### src/rtl/mmio_pkg.sv
// mmio_pkg: shared constants for the MMIO responder.
//   Register offsets inside the 6-byte window, TCTRL/STATUS bit positions,
//   and a helper that assembles the STATUS byte.
package mmio_pkg;

  localparam logic [2:0] OFF_LED    = 3'd0;
  localparam logic [2:0] OFF_SW     = 3'd1;
  localparam logic [2:0] OFF_TCNT   = 3'd2;
  localparam logic [2:0] OFF_TCTRL  = 3'd3;
  localparam logic [2:0] OFF_TXDATA = 3'd4;
  localparam logic [2:0] OFF_STATUS = 3'd5;

  localparam int TCTRL_EN_BIT   = 0;
  localparam int TCTRL_WRAP_BIT = 1;

  localparam int STATUS_EMPTY_BIT = 0;
  localparam int STATUS_FULL_BIT  = 1;
  localparam int STATUS_COUNT_LSB = 2;
  localparam int STATUS_OVF_BIT   = 5;

  function automatic logic [7:0] pack_status(input logic       ovf,
                                             input logic [2:0] count,
                                             input logic       full,
                                             input logic       empty);
    logic [7:0] s;
    s = '0;
    s[STATUS_OVF_BIT]                        = ovf;
    s[STATUS_COUNT_LSB+2:STATUS_COUNT_LSB]   = count;
    s[STATUS_FULL_BIT]                       = full;
    s[STATUS_EMPTY_BIT]                      = empty;
    return s;
  endfunction

endpackage

### src/rtl/io_fifo.sv
// io_fifo: synchronous FIFO with head-of-queue output.
//   clock, reset     : clock, async active-high reset (pointers/count only)
//   push, push_data  : enqueue request; accepted when not full or when a
//                      pop happens in the same cycle
//   pop              : dequeue request; ignored when empty
//   full, empty      : occupancy flags
//   count            : entries held, 0..DEPTH
//   head             : oldest entry (undefined content when empty)
module io_fifo #(
  parameter int DEPTH = 4,
  parameter int WIDTH = 8
) (
  input  logic                         clock,
  input  logic                         reset,
  input  logic                         push,
  input  logic [WIDTH-1:0]             push_data,
  input  logic                         pop,
  output logic                         full,
  output logic                         empty,
  output logic [$clog2(DEPTH+1)-1:0]   count,
  output logic [WIDTH-1:0]             head
);

  localparam int AW = $clog2(DEPTH);
  localparam int CW = $clog2(DEPTH+1);

  logic [WIDTH-1:0] mem [DEPTH];
  logic [AW-1:0]    rd_ptr;
  logic [AW-1:0]    wr_ptr;
  logic             do_push;
  logic             do_pop;

  assign full    = (count == CW'(DEPTH));
  assign empty   = (count == '0);
  assign do_pop  = pop && !empty;
  // A full FIFO can still take a push when the head leaves on the same edge.
  assign do_push = push && (!full || do_pop);
  assign head    = mem[rd_ptr];

  // Storage needs no reset: the pointers define which entries are live.
  always_ff @(posedge clock) begin
    if (do_push) mem[wr_ptr] <= push_data;
  end

  always_ff @(posedge clock or posedge reset) begin
    if (reset) begin
      rd_ptr <= '0;
      wr_ptr <= '0;
      count  <= '0;
    end else begin
      if (do_push) wr_ptr <= wr_ptr + AW'(1);
      if (do_pop)  rd_ptr <= rd_ptr + AW'(1);
      case ({do_push, do_pop})
        2'b10:   count <= count + CW'(1);
        2'b01:   count <= count - CW'(1);
        default: count <= count;
      endcase
    end
  end

endmodule

### src/rtl/mmio_responder.sv
// mmio_responder: memory-mapped I/O block on the 8-bit data-memory port.
//   clock, reset        : processor clock, async active-high reset
//   MemRead, wren       : data-port read / write strobes
//   address, data       : data-port address and write data
//   q, io_hit           : registered read data and "q is I/O data" flag
//   sw_in               : asynchronous switches (2-flop synchronized)
//   led_out             : LED register
//   tx_data, tx_valid   : TX FIFO head and non-empty flag
//   tx_ready            : consumer takes the head this cycle
// Window BASE_ADDR..BASE_ADDR+5: LED, SW, TCNT, TCTRL, TXDATA, STATUS.
module mmio_responder
  import mmio_pkg::*;
#(
  parameter logic [7:0] BASE_ADDR  = 8'hF0,
  parameter int         FIFO_DEPTH = 4,
  parameter int         PRESCALE   = 1
) (
  input  logic       clock,
  input  logic       reset,
  input  logic       MemRead,
  input  logic       wren,
  input  logic [7:0] address,
  input  logic [7:0] data,
  output logic [7:0] q,
  output logic       io_hit,
  input  logic [7:0] sw_in,
  output logic [7:0] led_out,
  output logic [7:0] tx_data,
  output logic       tx_valid,
  input  logic       tx_ready
);

  localparam int         CW         = $clog2(FIFO_DEPTH+1);
  localparam logic [7:0] LAST_ADDR  = BASE_ADDR + 8'd5;
  localparam logic [7:0] PRESC_LAST = 8'(PRESCALE - 1);

  logic       sel;
  logic [2:0] offset;
  logic       wr_en, rd_en;
  logic       wr_led, wr_tcnt, wr_tctrl, wr_txdata, wr_status;

  logic [7:0] sw_meta, sw_sync;
  logic [7:0] tcnt, presc;
  logic       tctrl_en, tctrl_wrap;
  logic       tick, wrap_set;
  logic       overflow;

  logic          fifo_full, fifo_empty, fifo_pop;
  logic [CW-1:0] fifo_count;
  logic [7:0]    fifo_head;
  logic [2:0]    count3;
  logic [7:0]    rd_data;

  // Window is 8-aligned, so the low address bits are the register offset.
  assign sel    = (address >= BASE_ADDR) && (address <= LAST_ADDR);
  assign offset = address[2:0];
  assign wr_en  = wren && sel;
  // A simultaneous write wins; the read is dropped.
  assign rd_en  = MemRead && sel && !wren;

  assign wr_led    = wr_en && (offset == OFF_LED);
  assign wr_tcnt   = wr_en && (offset == OFF_TCNT);
  assign wr_tctrl  = wr_en && (offset == OFF_TCTRL);
  assign wr_txdata = wr_en && (offset == OFF_TXDATA);
  assign wr_status = wr_en && (offset == OFF_STATUS);

  always_ff @(posedge clock or posedge reset) begin
    if (reset) begin
      sw_meta <= '0;
      sw_sync <= '0;
    end else begin
      sw_meta <= sw_in;
      sw_sync <= sw_meta;
    end
  end

  always_ff @(posedge clock or posedge reset) begin
    if (reset) led_out <= '0;
    else if (wr_led) led_out <= data;
  end

  // Timer: prescaler counts 0..PRESCALE-1, TCNT advances on its last value.
  assign tick     = tctrl_en && (presc == PRESC_LAST);
  assign wrap_set = tick && (tcnt == 8'hFF) && !wr_tcnt;

  always_ff @(posedge clock or posedge reset) begin
    if (reset) begin
      tcnt  <= '0;
      presc <= '0;
    end else if (wr_tcnt) begin
      tcnt  <= '0;
      presc <= '0;
    end else if (tctrl_en) begin
      if (tick) begin
        presc <= '0;
        tcnt  <= tcnt + 8'd1;
      end else begin
        presc <= presc + 8'd1;
      end
    end
  end

  always_ff @(posedge clock or posedge reset) begin
    if (reset) begin
      tctrl_en   <= 1'b0;
      tctrl_wrap <= 1'b0;
    end else begin
      if (wr_tctrl) tctrl_en <= data[TCTRL_EN_BIT];
      // Wrap set beats a same-cycle write-1-to-clear.
      if (wrap_set)
        tctrl_wrap <= 1'b1;
      else if (wr_tctrl && data[TCTRL_WRAP_BIT])
        tctrl_wrap <= 1'b0;
    end
  end

  assign fifo_pop = tx_ready && !fifo_empty;

  io_fifo #(.DEPTH(FIFO_DEPTH), .WIDTH(8)) u_fifo (
    .clock     (clock),
    .reset     (reset),
    .push      (wr_txdata),
    .push_data (data),
    .pop       (fifo_pop),
    .full      (fifo_full),
    .empty     (fifo_empty),
    .count     (fifo_count),
    .head      (fifo_head)
  );

  always_ff @(posedge clock or posedge reset) begin
    if (reset) overflow <= 1'b0;
    else if (wr_txdata && fifo_full && !fifo_pop) overflow <= 1'b1;
    else if (wr_status) overflow <= 1'b0;
  end

  assign tx_valid = !fifo_empty;
  assign tx_data  = fifo_empty ? 8'h00 : fifo_head;
  assign count3   = 3'(fifo_count);

  always_comb begin
    rd_data = 8'h00;
    case (offset)
      OFF_LED:    rd_data = led_out;
      OFF_SW:     rd_data = sw_sync;
      OFF_TCNT:   rd_data = tcnt;
      OFF_TCTRL:  rd_data = {6'b0, tctrl_wrap, tctrl_en};
      OFF_TXDATA: rd_data = tx_data;
      OFF_STATUS: rd_data = pack_status(overflow, count3, fifo_full, fifo_empty);
      default:    rd_data = 8'h00;
    endcase
  end

  always_ff @(posedge clock or posedge reset) begin
    if (reset) begin
      q      <= '0;
      io_hit <= 1'b0;
    end else if (rd_en) begin
      q      <= rd_data;
      io_hit <= 1'b1;
    end else begin
      io_hit <= 1'b0;
    end
  end

endmodule

### config.mk
export PLATFORM = sky130hd
export DESIGN_NAME = mmio_responder
export DESIGN_NICKNAME = d
export VERILOG_FILES = /design/src/rtl/mmio_pkg.sv /design/src/rtl/io_fifo.sv /design/src/rtl/mmio_responder.sv
export SDC_FILE = /design/constraint.sdc
export NUM_CORES = 1
export LEC_CHECK = 0
export ABC_AREA = 1
export CAP_MARGIN = 5
export CORE_ASPECT_RATIO = 0.75
export CORE_UTILIZATION = 59
export CTS_CLUSTER_DIAMETER = 60
export CTS_CLUSTER_SIZE = 24
export DETAILED_ROUTE_END_ITERATION = 16
export PLACE_DENSITY = 0.85
export REMOVE_ABC_BUFFERS = 1
export SETUP_SLACK_MARGIN = 0.2
export SLEW_MARGIN = 5
export SYNTH_ARGS = -nofsm -noshare
export SYNTH_HDL_FRONTEND = slang
export SYNTH_SLANG_ARGS = --single-unit
### constraint.sdc
create_clock -name clock -period 3.2 [get_ports clock]
set_clock_uncertainty 0.2 [all_clocks]
set_input_delay 0.32 -clock clock [delete_from_list [all_inputs] [get_ports clock]]
set_output_delay 0.32 -clock clock [all_outputs]
set_load 0.01 [all_outputs]
==> results.ini, run 1 <==
[status]
status=completed

[floorplan]
row_count=26
dieWidth_um=99.3
io_pins=55
die_area_um2=7450
core-area_um2=6830
die_h_um=75.0
start_util_pct=61.3

[worst_setup_path]
critical_path_class=reg -> out
r2r_slack_ns=0.77
r2r-start=u_fifo.count[2]
required_ns=2.68
r2r_cells=12
r2r_end=u_fifo.count[2]
critPathArrivalTime_ns=2.33
critical_path.max_fanout=10
endpoint_kind=primary output
setup.worst_path.start_class=register

[routing]
totalWireLength_um=10000
drc=0
routed-via-count=3387
wire_per_inst_um=17.3
drtAntennaViolNets=0
dr.first_iter.drc_count=244
dr.pass1.iters=5
vias_per_cell=5.84

[clock_tree]
cts_hold_buf=0
cts_tree=yes
clk_pin_slew_ns=0.10
htreeDepth=3
clkLatencyLatePin_ns=0.37
postCtsSetupRepairBufs=0
cts-buffers-inserted=9
ctsRootBufferMaster=clkbuf_8
clock_sinks=91
ctsLongestPathBuffers=2

[job]
drv_cap=0

[logic_synthesis]
synth.area.top_cells=dfrtp_1 35%, edfxtp_1 23%, nor2_1 6.1%, nand2_1 5.6%, inv_1 4.1%
synthCells=429
yosysWarnings=0
yosys.area.top_type=dfrtp_1
synth_cell_types=38
synth_area_per_cell_um2=9.77
mappedNetlistArea_um2=4190
synth.ff_latch_count=91
synth_top_area_share_pct=35.2
ys_seq_area_share_pct=58.2

[finish]
diodes=0
multi_input_area_um2=1500
seqCellArea_um2=2440
fin_cells=580
post-route-util_pct=73.1
fillers=474
final_nets=528
layout-drive-gt1-share_pct=10.3
area_growth_pct=19.2

[timing]
min_period_ns=2.85
maxSlewHeadroom_pct=54.2
max_freq_mhz=351
setup_tns_ns=0
tightestPinTransition_ns=0.685
drv_slew=0
rsz0062_at_grt=false
hold_violations=0
finalCritPeriodShare_pct=89.1
setup_viol=0

[pwr]
ir_worst_vdd_uv=394
power_density_nw_per_um2=685
leakagePower_nw=2.20

[grt]
grt_max_degree=22
grt-ovfl-total=0
antenna_found_initial=0
grt_pass1_vias=3182
grt_pass1_wl_um=15500
grtUsageTotal_pct=28.5

[placed_design]
dp_hpwl_um=7400
dp.cells=564
gp_congestion=0.906
port_buffers=54

[min_path]
min_path_type=in -> async

synthesized netlist by cell type (all sizes together):
cell / number
buf: 6
or2: 2
and3: 1
o2bb2ai: 3
o21ai: 34
nand3b: 1
fa: 1
nand2: 70
nand4: 8
nor2: 72
clkinv: 1
a22oi: 1
edfxtp: 32
nor3: 11
a21boi: 1
a2bb2oi: 3
o21a: 2
inv: 53
ha: 7
xor2: 6
o31ai: 2
o22ai: 1
mux2: 5
nand3: 29
dfrtp: 59
a21oi: 18
layer usage:
layer | vias to the layer above | routed length, um | GRT usage (%)
li1 | 1551 | - | -
met1 | 1640 | 4180 | 37.6
met2 | 174 | 4760 | 46.5
met3 | 22 | 873 | 7.71
met4 | 0 | 210 | 10.1
met5 | - | 0 | 0
repair_timing:
action | CTS | global route
setup endpoints to repair | 0 | 4
resized for setup | 0 | 1
hold endpoints to repair | 0 | 0
sequential cells by signal (all words and copies together) (netlist names), 2 cells and up:
name,flops
u_fifo.wr_ptr,2
q,8
sw_sync,8
u_fifo.count,3
u_fifo.rd_ptr,2
tcnt,8
presc,8
u_fifo.mem,32
sw_meta,8
led_out,8
worst max-delay path, cell delays in order (launching register included):
cell and delay (ns):
dfrtp_1 0.57, inv_1 0.22, nor2_1 0.13, o21ai_0 0.11
a21oi_1 0.31, clkdlybuf4s50_1 0.61
area by class of cell:
class                      count  share of cell area (%)
clock inverter                 7                    1.03
tap                           84                    2.10
clock buffer                   9                    2.48
timing repair buffer          57                    11.3
inverter                      54                    4.18
multi-input combinational    278                    30.1
sequential                    91                    48.8
metrics by stage:
stage / hold WS [ns] / area, um2 / setup slack (ns) / power [mW]
final: 0.0695 / 4990 / 0.350 / 3.42
after global routing: 0.0912 / 4990 / 0.306 / 3.59
after CTS: 0.0767 / 4990 / 0.279 / 3.40
after detailed placement: 0.137 / 4820 / 0.529 / 2.71
after global placement: 0.132 / 4820 / 0.646 / 2.64
after floorplan: 0.131 / 4150 / 1.12 / 2.19
placed cells by master, fill, tap and decap left out, drive strengths merged, types with 2 or more instances in the layout:
master          n
clkdlybuf4s50  54
inv            55
o2bb2ai         3
or2             2
ha              7
dfrtp          59
o21ai          34
nor3           11
nand3          29
edfxtp         32
nand2          70
buf             3
a2bb2oi         3
mux2            5
clkbuf          9
nand4           8
o21a            2
xor2            6
a21oi          18
clkinv          5
nor2           72
o31ai           2
cell families (layout without fill, tap and decap cells):
| family | Yosys count | after routing | share of synthesized area (%) |
|---|---|---|---|
| and+or+nand+nor | 194 | 194 | 21.9 |
| DFF | 91 | 91 | 58.2 |
| AOI/OAI and AO/OA | 65 | 65 | 8.78 |
| buffers and inverters | 60 | 127 | 5.94 |
| adders and majority gates | 8 | 8 | 2.57 |
| xor gates and xnor gates | 6 | 6 | 1.25 |
| muxes | 5 | 5 | 1.34 |
worst max path at each step:
stage,endpoint,slack [ns],startpoint
2_1_floorplan,u_fifo.count[2],1.12,u_fifo.count[2]
4_1_cts,tx_data[2],0.28,u_fifo.rd_ptr[0]
5_1_grt,tx_data[7],0.31,u_fifo.rd_ptr[1]
3_3_place_gp,u_fifo.mem[2][2],0.65,address[2]
6_report,tx_data[6],0.35,u_fifo.rd_ptr[1]
3_5_place_dp,u_fifo.mem[2][5],0.53,address[2]
power breakdown:
part | leakage (nW) | internal, mW | switching (mW)
logic | 1.10 | 0.499 | 0.693
registers | 1.01 | 1.34 | 0.190
clock network | 0.0876 | 0.286 | 0.420
total | 2.20 | 2.12 | 1.30
Power figures use the tool's default switching activity.
==> inputs of run 2 (changes only) <==
CORE_UTILIZATION = 55   (was 59)
PLACE_DENSITY = 0.8   (was 0.85)
clock period = 2.9 ns   (was 3.2 ns; I/O delays follow)
==> run 2 against run 1 <==
Clock power rose by 25%. Largest power group unchanged. Largest cell class unchanged. Die area rose by 7.1%. Setup slack got worse by 0.067 ns. Sequential power rose by 9%. Flip-flop and latch count did not move.
==> results.ini, run 2 (synthesis gave the netlist of run 1 again) <==
[placed_design]
dp.cells=587
dp_hpwl_um=6780
place_area_um2=4880
port_buffers=54
gp_congestion=0.842

[min_path]
whs_path_depth=1
whs_endpoint=sw_meta[2]
hold_start=sw_in[2]
min_path_type=in -> reg

[clock_tree]
cts-buffers-inserted=9
ctsRootBufferMaster=clkbuf_8
clk_pin_slew_ns=0.09
clock_sinks=91
cts_tree=yes
ctsLongestPathBuffers=2
clkLatencyLatePin_ns=0.37
htreeDepth=3

[worst_setup_path]
critPathArrivalTime_ns=2.13
required_ns=2.41
setup.worst_path.start=u_fifo.rd_ptr[0]
critical_path_class=reg -> out
r2r-start=u_fifo.count[2]
path_delay_family=buffers and inverters
worst-path-buf-inv=2
r2r_end=u_fifo.count[2]
r2r_cells=12
critical_path.max_fanout=18
path_depth=4
path_cells=clkinv_2 > o21ai_0 > a21oi_1 > clkdlybuf4s50_1
cp_slowest_cell=clkdlybuf4s50_1
r2r_slack_ns=0.81
endpoint_kind=primary output
setup.worst_path.start_class=register
slowest_delay_ns=0.60

[floorplan]
core-area_um2=7360
die_h_um=77.6
die_area_um2=7980
io_pins=55
row_count=27
start_util_pct=56.9
dieWidth_um=103

[job]
drv_cap=0

[routing]
drc=0
routed-via-count=3295
totalWireLength_um=9590
wire_per_inst_um=15.9
dr.first_iter.drc_count=189
vias_per_cell=5.46
dr.pass1.iters=5
drtAntennaViolNets=0

[pwr]
leakagePower_nw=2.24
power_density_nw_per_um2=757
power_mw=3.85
ir_worst_vdd_uv=388

[finish]
final_common_cell=nor2_1
largest_register_ffs=32
most-common-layout-cells=68 x nor2_1, 63 x nand2_1, 58 x dfrtp_1
fillers=579
fin_cells=603
layout-drive-gt1-share_pct=11.4
regMostFlops=u_fifo.mem
area_growth_pct=21.4
final_nets=534
fin_area_um2=5090
diodes=0

[grt]
grt-busiest-layer=met2
gr-usage-met2_pct=40.3
grtUsageTotal_pct=26.5
grt_util_met3_pct=8.11
grt_max_degree=60
grt-ovfl-total=0
grt_pass1_wl_um=15500
grt_pass1_vias=3145
antenna_found_initial=0
use_met1_pct=37.0

[timing]
min_period_ns=2.62
rsz0062_at_grt=false
hold_slack_ns=0.150
setup_tns_ns=0
maxSlewHeadroom_pct=51.0
setup_viol=0
hold_violations=0
drv_slew=0
finalCritPeriodShare_pct=90.2
max_freq_mhz=382
tightestPinTransition_ns=0.735

[status]
status=completed

## run 2: worst max-delay path by stage
stage	endpoint	slack, ns
after floorplan	u_fifo.count[2]	0.82
after global routing	tx_data[6]	0.21
after global placement	u_fifo.count[2]	0.44
after CTS	tx_data[0]	0.25
final	tx_data[6]	0.28
after detailed placement	u_fifo.count[2]	0.36
## run 2: per-layer routing
metal	wire length, um	share of wire (%)
met1	4000	42
met2	4600	48
met3	897	9.4
met4	94	0.98
met5	0	0
## run 2: repair_timing
action                                  4_1_cts  5_1_grt
setup buffers                                 0        0
endpoints found under the hold margin         0        0
gates resized for setup                       1        4
hold buffers                                  0        0
endpoints found under the setup margin        8        5
## run 2: power breakdown
part,switching [mW],internal [mW]
sequential,0.188,1.48
clock,0.479,0.406
combinational,0.734,0.568
total,1.40,2.45
## run 2: layout make-up
| class | instances | area, um2 | share of cell area, % |
|---|---|---|---|
| Clock buffer | 10 | 128 | 2.51 |
| Clock inverter | 6 | 71.3 | 1.40 |
| Inverter | 54 | 210 | 4.13 |
| Multi-Input combinational cell | 278 | 1500 | 29.6 |
| Sequential cell | 91 | 2440 | 48.0 |
| Tap cell | 101 | 126 | 2.48 |
| Timing Repair Buffer | 63 | 608 | 11.9 |
## run 2: stage by stage
step           setup WS [ns]  util (%)
2_1_floorplan          0.820         -
3_3_place_gp           0.440      66.3
3_5_place_dp           0.361      66.3
4_1_cts                0.253      69.0
5_1_grt                0.206      69.1
6_report               0.283      69.1
==> inputs of run 3 (changes only) <==
SETUP_SLACK_MARGIN = default   (was 0.2)
==> run 3 against run 2 <==
Via count fell by 0.24%. Maximum frequency fell by 1.4%. Largest power group unchanged. Critical endpoint is now tx_data[0]. Power fell by 0.13%. Routed wire length rose by 0.18%. Critical path type unchanged. Design area barely moved. Worst hold slack got worse by 0.0015 ns.
==> results.ini, run 3 (synthesis gave the netlist of run 1 again) <==
[routing]
dr.first_iter.drc_count=187
dr.pass1.iters=5
drc=0
drtAntennaViolNets=0
totalWireLength_um=9600
wire_per_inst_um=15.9
vias_per_cell=5.45
routed-via-count=3287

[clock_tree]
cts_tree=yes
ctsRootBufferMaster=clkbuf_8
ctsLongestPathBuffers=2
htreeDepth=3
cts_hold_buf=0
clock_sinks=91
clkLatencyLatePin_ns=0.37
cts-buffers-inserted=9
clk_pin_slew_ns=0.09

[floorplan]
dieWidth_um=103
row_count=27
io_pins=55
core-area_um2=7360
die_area_um2=7980
start_util_pct=56.9
die_h_um=77.6

[status]
status=completed

[finish]
largest_register_ffs=32
diodes=0
post-route-util_pct=69.0
fillers=581
regMostFlops=u_fifo.mem
fin_cells=603
final_nets=534
layout-drive-gt1-share_pct=11.4
most-common-layout-cells=68 x nor2_1, 63 x nand2_1, 58 x dfrtp_1
area_growth_pct=21.3
final_common_cell=nor2_1

[pwr]
leakagePower_nw=2.24
ir_worst_vdd_uv=389
power_density_nw_per_um2=757
power_mw=3.85

[worst_setup_path]
r2r_cells=12
required_ns=2.41
path_delay_family=buffers and inverters
slowest_delay_ns=0.56
endpoint_kind=primary output
path_cells=inv_2 > o21ai_0 > a21oi_1 > clkdlybuf4s50_1
path_depth=4
worst-path-buf-inv=2
r2r-start=u_fifo.count[2]
setup.worst_path.start_class=register
critPathArrivalTime_ns=2.16
r2r_slack_ns=0.81
r2r_end=u_fifo.count[2]
cp_slowest_cell=clkdlybuf4s50_1
critical_path_class=reg -> out
critPathCapture=tx_data[0]
critical_path.max_fanout=18
setup.worst_path.start=u_fifo.rd_ptr[0]

[min_path]
min_path_type=in -> reg
whs_path_depth=1

[timing]
rsz0062_at_grt=false
min_period_ns=2.65
setup_tns_ns=0
drv_slew=0
finalCritPeriodShare_pct=91.5
fin_ws_ns=0.245
max_freq_mhz=377
setup_viol=0
hold_violations=0
tightestPinTransition_ns=0.736
maxSlewHeadroom_pct=50.9

[placed_design]
port_buffers=54
dp.cells=587
pre_cts_ws_ns=0.361
dp_hpwl_um=6780
gp_congestion=0.842

[grt]
grt_pass1_wl_um=15500
grtUsageTotal_pct=26.5
grt_max_degree=60
grt-ovfl-total=0
grt_pass1_vias=3145
antenna_found_initial=0

[job]
drv_cap=0

## run 3: cell count changes in the layout (fill, tap and decap cells not counted), sizes merged
cell	previous run	this run
clkinv	3	2
inv	54	55
## run 3: worst min-delay path by stage
stage / from / end
after floorplan: sw_in[0] / sw_meta[0]
after detailed placement: sw_meta[0] / sw_sync[0]
after global placement: sw_meta[0] / sw_sync[0]
after global routing: sw_in[3] / sw_meta[3]
after CTS: sw_in[3] / sw_meta[3]
final: sw_in[3] / sw_meta[3]
## run 3: report_power, final
group | switching (mW) | internal (mW) | leakage, nW
clock | 0.480 | 0.406 | 0.0935
sequential | 0.189 | 1.47 | 1.01
combinational | 0.732 | 0.566 | 1.13
total | 1.40 | 2.45 | 2.24
## run 3: worst reg2reg max path, stage by stage (launching register included)
cell,delay [ns]
dfrtp_1,0.48
nor3_4,0.26
inv_4,0.08
nand2_4,0.08
inv_2,0.07
nand2_4,0.08
inv_1,0.05
fa_1,0.41
inv_1,0.10
nand3_1,0.07
nand3_1,0.08
nand2_1,0.05
inv_1,0.04
## run 3: final cells by class
type	count	area, um2	area share, %
flip-flops and latches	91	2440	48.0
multi-input cells	278	1500	29.6
repair buffers	63	608	12.0
inverters	54	209	4.11
clock buffers	10	128	2.51
well taps	101	126	2.49
clock inverters	6	71.3	1.40
## run 3: timing repair
| item | 4_1_cts | 5_1_grt |
|---|---|---|
| gates resized for setup | 0 | 1 |
| endpoints found under the setup margin | 0 | 2 |
| setup buffers | 0 | 0 |
## run 3: through the flow
stage                     hold WS (ns)  instance area, um2
after detailed placement         0.136                4880
after CTS                        0.132                5080
after global placement           0.133                4880
final                            0.148                5080
after global routing             0.134                5080
after floorplan                  0.121                4150
## run 3: metal layers
metal	share of wire [%]	up-vias	global-route usage, %
met5	0	-	0
met2	48	127	40.3
met1	42	1591	37.0
met3	8.8	13	8.11
li1	-	1556	-
met4	1.1	0	7.04
